--- config.mk ---
export PLATFORM = sky130hd
export DESIGN_NAME = line_buffer_ctrl
export DESIGN_NICKNAME = d
export VERILOG_FILES = /design/src/rtl/line_buffer_ctrl.sv
export SDC_FILE = /design/constraint.sdc
export NUM_CORES = 2
export LEC_CHECK = 0
export CORE_UTILIZATION = 30
export DETAILED_ROUTE_END_ITERATION = 12
export GPL_ROUTABILITY_DRIVEN = 0
export PLACE_DENSITY = 0.55
export SYNTH_ARGS = -nofsm -noshare
export SYNTH_HDL_FRONTEND = slang
export SYNTH_SLANG_ARGS = --single-unit
export TNS_END_PERCENT = 100
--- constraint.sdc ---
create_clock -name clk -period 3.5 [get_ports clk]
set_input_delay 1.05 -clock clk [delete_from_list [all_inputs] [get_ports clk]]
set_output_delay 1.05 -clock clk [all_outputs]
set_load 0.03 [all_outputs]
--- src/rtl/line_buffer_ctrl.sv ---
// Three-row line buffer feeding a 3x3 convolution stage: fills three rows, then
// rotates one row at a time and serves 3-pixel slices of each physical buffer.
module line_buffer_ctrl #(
  parameter int IMG_W = 100,
  parameter int IMG_H = 100
) (
  input  logic        clk,
  input  logic        rst,
  input  logic [7:0]  pix_in,
  input  logic        pix_valid,
  output logic        in_ready,
  input  logic        rd_en,
  input  logic [6:0]  rd_addr,
  input  logic        row_done,
  output logic [23:0] LB1,
  output logic [23:0] LB2,
  output logic [23:0] LB3,
  output logic [1:0]  k,
  output logic        data_valid,
  output logic        frame_done
);

  localparam int COL_W = $clog2(IMG_W);
  localparam int ROW_W = $clog2(IMG_H + 1);
  localparam logic [COL_W-1:0] LAST_COL       = COL_W'(IMG_W - 1);
  localparam logic [ROW_W-1:0] ROWS_PER_FRAME = ROW_W'(IMG_H);
  localparam logic [7:0]       COLS           = 8'(IMG_W);

  typedef enum logic [1:0] {FILL, READY, REFILL} state_e;

  state_e            state_q, state_d;
  logic [COL_W-1:0]  wr_col_q, wr_col_d;
  logic [1:0]        wr_buf_q, wr_buf_d;
  logic [1:0]        k_q, k_d;
  logic [ROW_W-1:0]  rows_q, rows_d;
  logic              frame_done_q, frame_done_d;
  logic [2:0][23:0]  lb_q, lb_d;

  logic [7:0] line_mem [3][IMG_W];

  logic       accept;
  logic       row_end;
  logic [7:0] rd_col;

  assign accept  = pix_valid && in_ready;
  assign row_end = accept && (wr_col_q == LAST_COL);
  assign rd_col  = {1'b0, rd_addr};

  // Columns past the right image edge read as zero padding.
  function automatic logic [7:0] col_pix(input logic [1:0] b, input logic [7:0] col);
    col_pix = 8'h00;
    if (col < COLS) col_pix = line_mem[b][col[COL_W-1:0]];
  endfunction

  // NOTE: the line memories have no reset branch; their contents are don't-care
  // until a full fill has overwritten them, and a reset would block RAM mapping.
  always_ff @(posedge clk) begin
    if (accept) line_mem[wr_buf_q][wr_col_q] <= pix_in;
  end

  // NOTE: all state updates use non-blocking assignment so every flop samples
  // the pre-edge values, which also gives read-old-data on write/read collisions.
  always_ff @(posedge clk or negedge rst) begin
    if (!rst) begin
      state_q      <= FILL;
      wr_col_q     <= '0;
      wr_buf_q     <= '0;
      k_q          <= '0;
      rows_q       <= '0;
      frame_done_q <= 1'b0;
      lb_q         <= '0;
    end else begin
      state_q      <= state_d;
      wr_col_q     <= wr_col_d;
      wr_buf_q     <= wr_buf_d;
      k_q          <= k_d;
      rows_q       <= rows_d;
      frame_done_q <= frame_done_d;
      lb_q         <= lb_d;
    end
  end

  always_comb begin
    // NOTE: every target gets a default first so no path through the case infers a latch.
    state_d      = state_q;
    wr_col_d     = wr_col_q;
    wr_buf_d     = wr_buf_q;
    k_d          = k_q;
    rows_d       = rows_q;
    frame_done_d = 1'b0;

    if (accept)  wr_col_d = row_end ? '0 : wr_col_q + 1'b1;
    if (row_end) rows_d   = rows_q + 1'b1;

    unique case (state_q)
      FILL: begin
        if (row_end) begin
          if (wr_buf_q == 2'd2) begin
            state_d = READY;
            k_d     = 2'd0;
          end else begin
            wr_buf_d = wr_buf_q + 2'd1;
          end
        end
      end
      READY: begin
        if (row_done) begin
          if (rows_q < ROWS_PER_FRAME) begin
            state_d  = REFILL;
            wr_buf_d = k_q;
          end else begin
            state_d      = FILL;
            frame_done_d = 1'b1;
            rows_d       = '0;
            wr_col_d     = '0;
            wr_buf_d     = '0;
            k_d          = '0;
          end
        end
      end
      REFILL: begin
        // The refilled buffer becomes the new bottom row, so the top moves on by one.
        if (row_end) begin
          state_d = READY;
          k_d     = (k_q == 2'd2) ? 2'd0 : k_q + 2'd1;
        end
      end
      default: state_d = FILL;
    endcase
  end

  always_comb begin
    lb_d = lb_q;
    if (rd_en) begin
      for (int b = 0; b < 3; b++) begin
        lb_d[b] = {col_pix(2'(b), rd_col),
                   col_pix(2'(b), rd_col + 8'd1),
                   col_pix(2'(b), rd_col + 8'd2)};
      end
    end
  end

  always_comb begin
    in_ready   = (state_q != READY);
    data_valid = (state_q == READY);
  end

  assign LB1        = lb_q[0];
  assign LB2        = lb_q[1];
  assign LB3        = lb_q[2];
  assign k          = k_q;
  assign frame_done = frame_done_q;

endmodule

==> impl_metrics.toml <==
[worst_setup_path]
r2r-start = "line_mem[2][389]$_DFFE_PP_"
critPathCaptureType = "flop"
worstPathRequired_ps = 4350
cp.arrival_ps = 4450
timing.rr.end = "LB3[21]$_DFFE_PN0P_"
r2r_cells = 7
crit_type = "input pin to flop"
r2r_slack_ps = 500
critPathLaunchType = "input pin"
cp_max_fo = 23

[power_and_ir_drop]
clkPwrFrac = 0.389
power.total_mw = 80.3
pwr-share-comb = 0.191
power_density_nw_per_um2 = 482
internal_power_mw = 56.9
power_frac_seq = 0.420
ir_worst_vdd_mv = 0.400
p_sw_frac = 0.291
switchingPower_mw = 23.4
p_leak_nw = 56.0

[final_layout]
fin_nets = 9402
area_growth_pct = 22.5
mostFrequentLayoutCell = "edfxtp_1"
drive_gt1_frac = 0.419
final_cell_mix = "edfxtp_1, mux4_2, buf_4, nand2_1, mux2i_1"
stdcell_area_um2 = 166000

[job]
drv_cap = 0

[synthesis]
yosysWarnings = 0
syn_area_um2 = 136000
yosysSeqAreaShare = 0.547
synth_nets = 8007
synth_cells = 7975
ys_ff_latch = 2493
synth_edf_count = 2400
synth_cell_types = 83
avgSynthCellArea_um2 = 17.0
async_reset_ff_frac = 0.0373
synthFlopType = "edfxtp_1"

[timing]
slew_headroom = 0.146
fin_setup_tns_ps = -300
post-route-min-period_ps = 3600
fmax_mhz = 278
final_hold_viol_count = 0
finalSetupViolCount = 6
skew_ps = 74.4
slew_viol_final = 0
fin_crit_sh = 1.03
tightest_slew_ps = 1270
fin_ws_ps = -99.8

[hold_path]
hold_start = "LB1[8]$_DFFE_PN0P_"
hp-class = "flop to flop"
hold_depth = 2
min_to = "LB1[8]$_DFFE_PN0P_"

[clocking]
cts.sinks = 2493
htree_num_levels = 5
cts_buffers = 289
cts.reportedPaths.clkPinSlew_ps = 60
clockRootBuffer = "clkbuf_16"
cts_tree = "built"
cts_buffer_depth = 4
post_cts_buffers = 0
clk_latency_ps = 980

[outcome]
violations = "setup timing"
status = "finished with violations"

[floorplan]
io-pin-count = 97
die-area_um2 = 456000
die_h_um = 675
coreArea_um2 = 450000
dieWidth_um = 675
start_util = 0.302
rows = 246

[routing]
wl_per_cell_um = 38.2
drt_wl_total_um = 596000
drc = 0
ant_nets = 0
vias_per_cell = 6.28
vias = 98073
first_iter_violations = 16004
drtPass1Iterations = 6

[placement]
dp_hpwl_um = 434000
port_buffers = 96
place_ws_ps = -1250
postPlaceCellArea_um2 = 157000

[grt]
grt-ovfl-total = 0
grt_pass1_vias = 94893
grt_max_degree = 92
grt_pass1_wl_um = 808000
grt_use_total = 0.255
antenna_found_initial = 59
[power by group through the flow]
stage | registers [mW] | clock network [mW] | logic [mW]
5_1_grt | 33.7 | 32.4 | 15.5
4_1_cts | 33.7 | 31.4 | 14.9
2_1_floorplan | 34.2 | 0 | 6.61
3_5_place_dp | 34.3 | 0 | 14.8
6_report | 33.7 | 31.2 | 15.4
3_3_place_gp | 34.3 | 0 | 14.7
[metrics by stage]
| stage | utilization | hold WS [ps] | instances |
|---|---|---|---|
| after floorplan | - | 516 | 7975 |
| after CTS | 0.370 | 498 | 15557 |
| after global routing | 0.370 | 531 | 15587 |
| after detailed placement | 0.348 | 481 | 15030 |
| after global placement | 0.348 | 491 | 15029 |
| final | 0.370 | 510 | 15614 |
[Yosys cell counts (51+ instances only)]
| cell type | number | share of area |
|---|---|---|
| buf_4 | 129 | 0.0071 |
| nand2_1 | 852 | 0.024 |
| mux2i_1 | 434 | 0.032 |
| mux4_2 | 1701 | 0.28 |
| clkbuf_1 | 155 | 0.0043 |
| buf_2 | 262 | 0.0096 |
| a31oi_1 | 113 | 0.0052 |
| edfxtp_1 | 2400 | 0.53 |
| mux2_2 | 55 | 0.0046 |
| buf_6 | 105 | 0.0087 |
| o21ai_0 | 67 | 0.0025 |
| a32oi_1 | 77 | 0.0050 |
| nor2_1 | 423 | 0.012 |
| a211oi_1 | 51 | 0.0028 |
| dfrtp_1 | 93 | 0.017 |
| nand3_1 | 200 | 0.0074 |
| a21oi_1 | 145 | 0.0053 |
[worst max-delay path: stages]
cell,delay (ps)
buf_8,140
buf_4,270
buf_4,180
buf_12,180
mux4_2,530
mux2i_1,670
a32oi_1,200
a21oi_1,300
o21ai_1,300
nand2_1,400
o2bb2ai_1,150
[cells by family after synthesis]
logic type / after synthesis / share of synthesized area
muxes: 2192 / 0.319
buffers and inverters: 738 / 0.0353
DFF: 2493 / 0.547
AOI/OAI and AO/OA: 806 / 0.0423
xor gates and xnor gates: 25 / 0.00208
adders and majority gates: 12 / 0.00110
and+or+nand+nor: 1709 / 0.0533
[timing repair]
action                     4_1_cts  5_1_grt
hold buffers                     1        0
setup endpoints to repair       15        3
cloned                           0        0
hold endpoints to repair         8        0
gates resized for setup         15        3
[registers in the layout, summed over array words and instances (netlist names)]
signal and count:
LB1 24, LB2 24, LB3 24, frame_done 1
k 2, line_mem 2400, rows_q 7, state_q 2
wr_buf_q 2, wr_col_q 7
[metal layers]
layer,share of wire,global-route usage,up-vias
met3,0.14,0.0778,1713
met2,0.43,0.378,8359
met5,0.00026,0,-
met4,0.080,0.170,26
met1,0.35,0.324,51326
li1,-,-,36649
[worst max-delay path by stage]
stage / endpoint / cells after the start / from
after floorplan: LB2[0]$_DFFE_PN0P_ / 9 / rd_addr[1]
after global placement: LB1[7]$_DFFE_PN0P_ / 9 / rd_addr[0]
after detailed placement: LB2[2]$_DFFE_PN0P_ / 8 / rd_addr[0]
after CTS: LB2[0] / 1 / LB2[0]$_DFFE_PN0P_
after global routing: LB3[15] / 1 / LB3[15]$_DFFE_PN0P_
final: LB3[21]$_DFFE_PN0P_ / 11 / rd_addr[2]
[area by class of cell]
cell class | count | area, um^2
Sequential cell | 2493 | 74400
Fill cell | 41728 | 283000
Antenna cell | 57 | 143
Inverter | 26 | 118
Multi-Input combinational cell | 4744 | 57100
Tap cell | 5952 | 7450
Clock buffer | 355 | 7700
Clock inverter | 171 | 1830
Timing Repair Buffer | 1816 | 17700
Note: power is estimated with default switching activity, not from simulation.
